File: config.mk
export PLATFORM = sky130hd
export DESIGN_NAME = vs_load_down_counter
export DESIGN_NICKNAME = d
export VERILOG_FILES = /design/src/rtl/vs_load_down_counter.sv
export SDC_FILE = /design/constraint.sdc
export NUM_CORES = 1
export LEC_CHECK = 0
export CAP_MARGIN = 20
export CORE_MARGIN = 2
export CORE_UTILIZATION = 25
export CTS_CLUSTER_DIAMETER = 100
export DETAILED_ROUTE_END_ITERATION = 8
export PLACE_DENSITY = 0.48
export SLEW_MARGIN = 20
export SYNTH_ARGS = -nofsm -noshare
export SYNTH_HDL_FRONTEND = slang
export SYNTH_SLANG_ARGS = --single-unit
export TNS_END_PERCENT = 20
File: constraint.sdc
create_clock -name clock -period 4.6 [get_ports clock]
set_clock_uncertainty 0.05 [all_clocks]
set_input_delay 0.92 -clock clock [delete_from_list [all_inputs] [get_ports clock]]
set_output_delay 0.92 -clock clock [all_outputs]
set_load 0.01 [all_outputs]
File: src/rtl/vs_load_down_counter.sv
// Loadable N-bit down-counter / interval timer with optional auto-reload and a
// one-cycle terminal-count pulse. Optional prescaler: VS_LOAD_DOWN_COUNTER_PRESCALE_EN.
module vs_load_down_counter #(
  parameter int N        = 16,
  parameter int PRESCALE = 4
) (
  input  logic         clock,
  input  logic         reset_n,
  input  logic         load,
  input  logic [N-1:0] load_value,
  input  logic         enable,
  input  logic         auto_reload,
  output logic [N-1:0] out,
  output logic         zero,
  output logic         tc,
  output logic         running
);

  typedef enum logic [1:0] {
    IDLE = 2'd0,
    RUN  = 2'd1,
    DONE = 2'd2
  } state_t;

  state_t       state_q, state_d;
  logic [N-1:0] out_q, out_d;
  logic [N-1:0] reload_q, reload_d;
  logic         tc_q, tc_d;
  logic         running_q, running_d;
  logic         step;
  logic         dec_en;

`ifdef VS_LOAD_DOWN_COUNTER_PRESCALE_EN
  localparam int PW = $clog2(PRESCALE) + 1;

  logic [PW-1:0] presc_q, presc_d;

  // step marks the PRESCALE-th enabled RUN cycle since the last wrap or load
  assign step = (presc_q == PW'(PRESCALE - 1));

  always_comb begin
    presc_d = presc_q;
    if (load) begin
      presc_d = '0;
    end else if (state_q == RUN && enable) begin
      presc_d = step ? '0 : presc_q + PW'(1);
    end
  end

  always_ff @(posedge clock or negedge reset_n) begin
    if (!reset_n) begin
      presc_q <= '0;
    end else begin
      presc_q <= presc_d;
    end
  end
`else
  // Without the prescaler every enabled RUN cycle is a decrement; PRESCALE is inert.
  assign step = 1'b1 | (PRESCALE == 0);
`endif

  assign dec_en = (state_q == RUN) && enable && step;

  always_comb begin
    state_d  = state_q;
    out_d    = out_q;
    reload_d = reload_q;
    tc_d     = 1'b0;

    if (load) begin
      reload_d = load_value;
      out_d    = load_value;
      state_d  = (load_value != '0) ? RUN : DONE;
    end else begin
      case (state_q)
        RUN: begin
          if (out_q == '0) begin
            // Unreachable in normal use; park safely rather than wrap.
            state_d = DONE;
          end else if (dec_en) begin
            if (out_q == N'(1)) begin
              tc_d = 1'b1;
              if (auto_reload) begin
                out_d = reload_q;
              end else begin
                out_d   = '0;
                state_d = DONE;
              end
            end else begin
              out_d = out_q - N'(1);
            end
          end
        end
        DONE: begin
          out_d = '0;
        end
        default: begin
          state_d = state_q;
        end
      endcase
    end

    running_d = (state_d == RUN);
  end

  always_ff @(posedge clock or negedge reset_n) begin
    if (!reset_n) begin
      state_q   <= IDLE;
      out_q     <= '0;
      reload_q  <= '0;
      tc_q      <= 1'b0;
      running_q <= 1'b0;
    end else begin
      state_q   <= state_d;
      out_q     <= out_d;
      reload_q  <= reload_d;
      tc_q      <= tc_d;
      running_q <= running_d;
    end
  end

  assign out     = out_q;
  assign zero    = (out_q == '0);
  assign tc      = tc_q;
  assign running = running_q;

endmodule

==> results of run 1 <==
==> per-stage QoR <==
stage | cell area (µm²) | cells | setup WS, ns | total power, W
3_3_place_gp | 2670 | 389 | 1.33 | 0.000619
4_1_cts | 2750 | 396 | 1.01 | 0.000843
3_5_place_dp | 2670 | 389 | 1.35 | 0.000618
5_1_grt | 2750 | 396 | 0.865 | 0.000884
6_report | 2750 | 396 | 1.05 | 0.000833
2_1_floorplan | 2210 | 256 | 2.13 | 0.000516
==> where the power goes <==
group	internal (W)	switching [W]
clock network	0.000103	0.000120
registers	0.000349	0.0000563
logic	0.000102	0.000103
total	0.000554	0.000279
==> layout make-up <==
cell class,count,area share
repair buffers,41,0.146
well taps,108,0.0491
inverters,23,0.0314
clock buffers,5,0.0250
clock inverters,2,0.00455
flip-flops and latches,36,0.328
multi-input cells,181,0.417
==> cell families after synthesis <==
family,count (synthesis),synth area share
XOR/XNOR,4,0.0159
flip-flops,36,0.408
buffers and inverters,39,0.0731
AO/OA/AOI/OAI,74,0.222
adder cells (fa/ha/maj),2,0.0113
AND/OR/NAND/NOR,101,0.270
==> layout by cell type, fill, tap and decap left out, types with 2 or more instances in the layout <==
master and n:
a21o_1 2, nand2b_1 2, ha_1 2, o221ai_1 3, nor4b_2 2, clkdlybuf4s50_1 38
inv_1 23, a211oi_1 2, nor2_1 17, dfrtp_1 36, nor4_1 7, xor2_1 3
nand2_1 25, o21ai_1 3, a21oi_1 9, nand4_1 8, a31oi_1 5, clkbuf_8 5
nor3_1 9, nor4_2 2, a21boi_0 2, o21ai_2 2, nand3_1 12, a41oi_1 5
o21ai_0 24, buf_4 2, or4b_1 2, and2_1 4, o211ai_1 4, o2bb2ai_1 2
or3_1 2
==> how the worst min path moves through the flow <==
stage	to
6_report	reload_q[8]$_DFFE_PN0P_
5_1_grt	reload_q[8]$_DFFE_PN0P_
4_1_cts	reload_q[8]$_DFFE_PN0P_
3_5_place_dp	reload_q[8]$_DFFE_PN0P_
3_3_place_gp	reload_q[8]$_DFFE_PN0P_
2_1_floorplan	reload_q[8]$_DFFE_PN0P_
==> synth_stat cells (all sizes together) (5+ instances only) <==
master  instances
a21oi           9
nand3          12
dfrtp          36
inv            23
buf             5
a41oi           5
clkbuf         11
nor3            9
a31oi           5
nand2          25
nand4           8
nor4           10
o21ai          29
nor2           18
==> worst reg2reg max path, stage by stage, from the launching register on <==
cell     delay, ns
dfrtp_1       0.47
inv_1         0.09
ha_1          0.25
nor4b_2       0.22
and4_1        0.22
o21ai_2       0.82
o21ai_1       0.18
a221o_1       0.34
==> layer usage <==
layer,share of wire,vias up,track usage
li1,-,998,-
met3,0.068,5,0.0279
met4,0.013,0,0.0427
met5,0,-,0
met1,0.47,997,0.209
met2,0.45,76,0.222
==> registers in the layout (all words and copies together) (netlist names) <==
| signal | count |
|---|---|
| tc | 1 |
| reload_q | 16 |
| state_q | 2 |
| running | 1 |
| out | 16 |
==> run_results.csv, run 1 <==
group,metric,value,unit
sta,tns,0,ns
layout,fillers,926,
synthesis,syn_area,2210,µm²
layout,multi_input_area,1150,µm²
sta,max_slew_margin,0.292,
critical_path,cp.arrival,2.58,ns
layout,seqCellArea,901,µm²
pwr,powerDensity,303,nW/µm²
routing,via_count,2076,
global_routing,antenna_found_initial,0,
sta,period_needed,3.55,ns
floorplanning,die_y,98.0,µm
critical_path,regToRegEndpoint,"out[8]$_DFFE_PN0P_",
clock_tree,clkSlewWorstSetupHoldPaths,0.08,ns
critical_path,r2r_start,"out[0]$_DFFE_PN0P_",
pwr,p_leak,1.09,nW
layout,antenna_cells,0,
clock_tree,post_cts_buffers,0,
critical_path,cp_max_fo,9,
critical_path,cp.depth,4,
critical_path,cp-start-kind,"flop",
critical_path,crit_end,"zero",
routing,firstDrtPassIters,6,
global_routing,first_global_vias,2062,
place,gp_congestion,0.790,
routing,vias_per_cell,5.24,
floorplanning,die_area,9600,µm²
routing,first_iter_violations,223,
critical_path,cp-startpoint,"out[6]$_DFFE_PN0P_",
clock_tree,tritoncts,"yes",
hold_path,hp-start,"reload_q[8]$_DFFE_PN0P_",
routing,drc_errors,0,
layout,final_util,0.318,
synthesis,synth_seq_cells,36,
pwr,vdd_drop_max,0.120,mV
sta,finalSetupViolCount,0,
floorplanning,start_util,0.256,
critical_path,path_delay_family,"simple AND/OR/NAND/NOR gates",
synthesis,async_flop_share,1.00,
synthesis,synth_edf_count,0,
critical_path,worstPathRequired,3.63,ns
global_routing,grt_pass1_wl,11100,µm
critical_path,critPathMaxStageDelay,0.57,ns
clock_tree,cts_buffer_depth,2,
synthesis,ys_seq_area_frac,0.408,
sta,rsz0062_at_grt,"false",
clock_tree,clockRootBuffer,"clkbuf_8",
synthesis,synth_area_leaders,"dfrtp_1 (41%), o21ai_0 (5.4%), nand2_1 (4.2%)",
floorplanning,core.rowCount,34,
flow_run,maxCapViolCount,0,
run_status,status,"finished clean",
routing,ant_nets,0,
sta,period_share,0.773,
clock_tree,htree_levels,2,
sta,fmax,0.281,GHz
critical_path,cp_slowest_cell,"nor4_2",
critical_path,worstPathCellList,"nor4_2 > nand4b_2 > nor2_1 > clkdlybuf4s50_1",
routing,wl_per_cell,16.9,µm
synthesis,synth_top_area_frac,0.408,
synthesis,ys.flop_type,"dfrtp_1",
sta,drv_slew,0,
floorplanning,core,8640,µm²
clock_tree,clk_latency,0.29,ns
synthesis,synth_nets,279,
sta,finalHoldViolCount,0,
critical_path,end_kind,"primary output",
synthesis,synth_top_cell_by_area,"dfrtp_1",
clock_tree,cts_buffers,5,
hold_path,worstHoldPathType,"reg -> reg",
critical_path,r2r_cells,7,
global_routing,grt_overflow,0,
floorplanning,die_w,98.0,µm
critical_path,cp_num_buf_inv,1,
layout,area_growth,24.5,%
floorplanning,boundaryPins,40,
layout,drive_above_1_share,0.0799,
layout,nNetsFinal,311,
clock_tree,ctsResizeCount,0,
place,io_buffers,39,
global_routing,grt_max_degree,37,
clock_tree,cts_hold_buf,0,
global_routing,globalRouteTotalUtil,0.145,
synthesis,ys_types,55,
place,dp.final_hpwl,4980,µm
sta,tightestPinTransition,1.06,ns
clock_tree,clkSinkCount,36,
synthesis,avgSynthCellArea,8.63,µm²
sta,whs,0.441,ns
critical_path,reg2reg_slack,1.84,ns
critical_path,crit_type,"reg -> out",
hold_path,holdPathStages,1,
synthesis,synth_warnings,0,
synthesis,netlist_instances,256,
routing,routed_wirelength,6710,µm
Power figures use the tool's default switching activity.
==> run 2: changes to the inputs <==
- clock period: 4.6 -> 3.5 ns (I/O delays scaled with it)
==> run_results.csv, run 2 (synthesis results as in run 1) <==
group,metric,value,unit
layout,antenna_cells,0,
clock_tree,clockRootBuffer,"clkbuf_8",
layout,nNetsFinal,313,
sta,tightestPinTransition,1.07,ns
pwr,p_leak,1.11,nW
routing,vias_per_cell,5.32,
floorplanning,core,8640,µm²
critical_path,end_kind,"primary output",
global_routing,globalRouteTotalUtil,0.148,
clock_tree,cts_buffers,5,
floorplanning,die_y,98.0,µm
pwr,p_seq_frac,0.454,
floorplanning,start_util,0.256,
layout,mostFrequentLayoutCell,"clkdlybuf4s50_1",
layout,fillers,907,
routing,firstDrtPassIters,4,
pwr,finalPower,0.00118,W
routing,routed_wirelength,7010,µm
sta,finalSetupViolCount,0,
flow_run,maxCapViolCount,0,
pwr,p_switching,0.000375,W
floorplanning,core.rowCount,34,
clock_tree,tritoncts,"yes",
clock_tree,clk_latency,0.29,ns
critical_path,cp.arrival,2.47,ns
floorplanning,die_area,9600,µm²
layout,final_util,0.323,
global_routing,first_global_vias,2067,
clock_tree,post_cts_buffers,0,
layout,mostFrequentLayoutCells,"clkdlybuf4s50_1 (38), dfrtp_1 (36), nand2_1 (25), o21ai_0 (24), inv_1 (23)",
sta,period_share,0.919,
place,place_area,2680,µm²
critical_path,worstPathRequired,2.75,ns
clock_tree,clkSlewWorstSetupHoldPaths,0.08,ns
pwr,swShare,0.318,
routing,via_count,2123,
sta,max_slew_margin,0.285,
global_routing,grt_overflow,0,
routing,first_iter_violations,243,
clock_tree,htree_levels,2,
global_routing,grt_pass1_wl,11300,µm
floorplanning,boundaryPins,40,
routing,drc_errors,0,
global_routing,grt.met3_usage,0.0286,
place,dp.final_hpwl,5040,µm
routing,ant_nets,0,
layout,fin_area,2790,µm²
sta,drv_slew,0,
sta,rsz0062_at_grt,"false",
critical_path,crit_type,"reg -> out",
place,gp_congestion,0.801,
pwr,comb_power_share,0.232,
hold_path,worstHoldPathType,"in -> async",
routing,wl_per_cell,17.6,µm
critical_path,cp-start-kind,"flop",
global_routing,grt_max_degree,37,
sta,fmax,0.311,GHz
clock_tree,clkSinkCount,36,
global_routing,grt-busiest-layer,"met2",
pwr,vdd_drop_max,0.137,mV
pwr,internal_power,0.000805,W
place,io_buffers,39,
sta,whs,0.444,ns
pwr,powerDensity,423,nW/µm²
sta,period_needed,3.22,ns
global_routing,use_met2,0.239,
pwr,p_clk_frac,0.315,
sta,tns,0,ns
floorplanning,die_w,98.0,µm
global_routing,antenna_found_initial,0,
run_status,status,"finished clean",
sta,finalHoldViolCount,0,
critical_path,cp_max_fo,9,
clock_tree,ctsResizeCount,0,
layout,area_growth,26.4,%
global_routing,met1_usage,0.205,
layout,drive_above_1_share,0.0859,
clock_tree,cts_hold_buf,0,
clock_tree,cts_buffer_depth,2,
-- run 2: power groups by stage --
stage / Combinational, W / Clock [W] / Sequential (W)
after detailed placement: 0.000273 / 0 / 0.000544
after CTS: 0.000274 / 0.000380 / 0.000535
after floorplan: 0.000157 / 0 / 0.000522
after global routing: 0.000301 / 0.000391 / 0.000544
final: 0.000273 / 0.000371 / 0.000535
after global placement: 0.000273 / 0 / 0.000542
-- run 2: final cells by class --
cell class	instances	area, µm²	area share
clock buffers	6	72.6	0.0260
clock inverters	2	35.0	0.0126
inverters	23	86.3	0.0309
multi-input cells	181	1150	0.411
flip-flops and latches	36	901	0.323
well taps	108	135	0.0484
repair buffers	43	415	0.149
-- run 2: path summary, 6_finish.rpt --
| check | slack, ns | depth (start not counted) | to | startpoint |
|---|---|---|---|---|
| hold / removal | 0.44 | 1 | running$_DFF_PN0_ | reset_n |
| setup reg to reg | 0.78 | 7 | out[8]$_DFFE_PN0P_ | out[0]$_DFFE_PN0P_ |
| hold reg to reg | 0.46 | 1 | reload_q[8]$_DFFE_PN0P_ | reload_q[8]$_DFFE_PN0P_ |
| setup / recovery | 0.28 | 5 | zero | out[8]$_DFFE_PN0P_ |
| max in group asynchronous | 2.42 | 1 | out[2]$_DFFE_PN0P_ | reset_n |
| min in group clock | 0.46 | 1 | reload_q[8]$_DFFE_PN0P_ | reload_q[8]$_DFFE_PN0P_ |
-- run 2: layer usage --
metal / wire length, µm / vias to the layer above
met5: 0 / -
met4: 70 / 0
met3: 339 / 7
met2: 3250 / 70
met1: 3360 / 1030
li1: - / 1016
-- run 2: per-stage QoR --
stage	setup slack, ns	cells
final	0.283	399
after global routing	0.161	399
after CTS	0.284	399
after detailed placement	0.612	391
after global placement	0.615	391
after floorplan	1.25	256
-- run 2: worst max-delay path, cell delays in order, from the launching register on --
cell and delay (ns):
dfrtp_1 0.44, nor4_2 0.69, nand4b_2 0.16, buf_4 0.22, nor2_1 0.11, clkdlybuf4s50_1 0.55
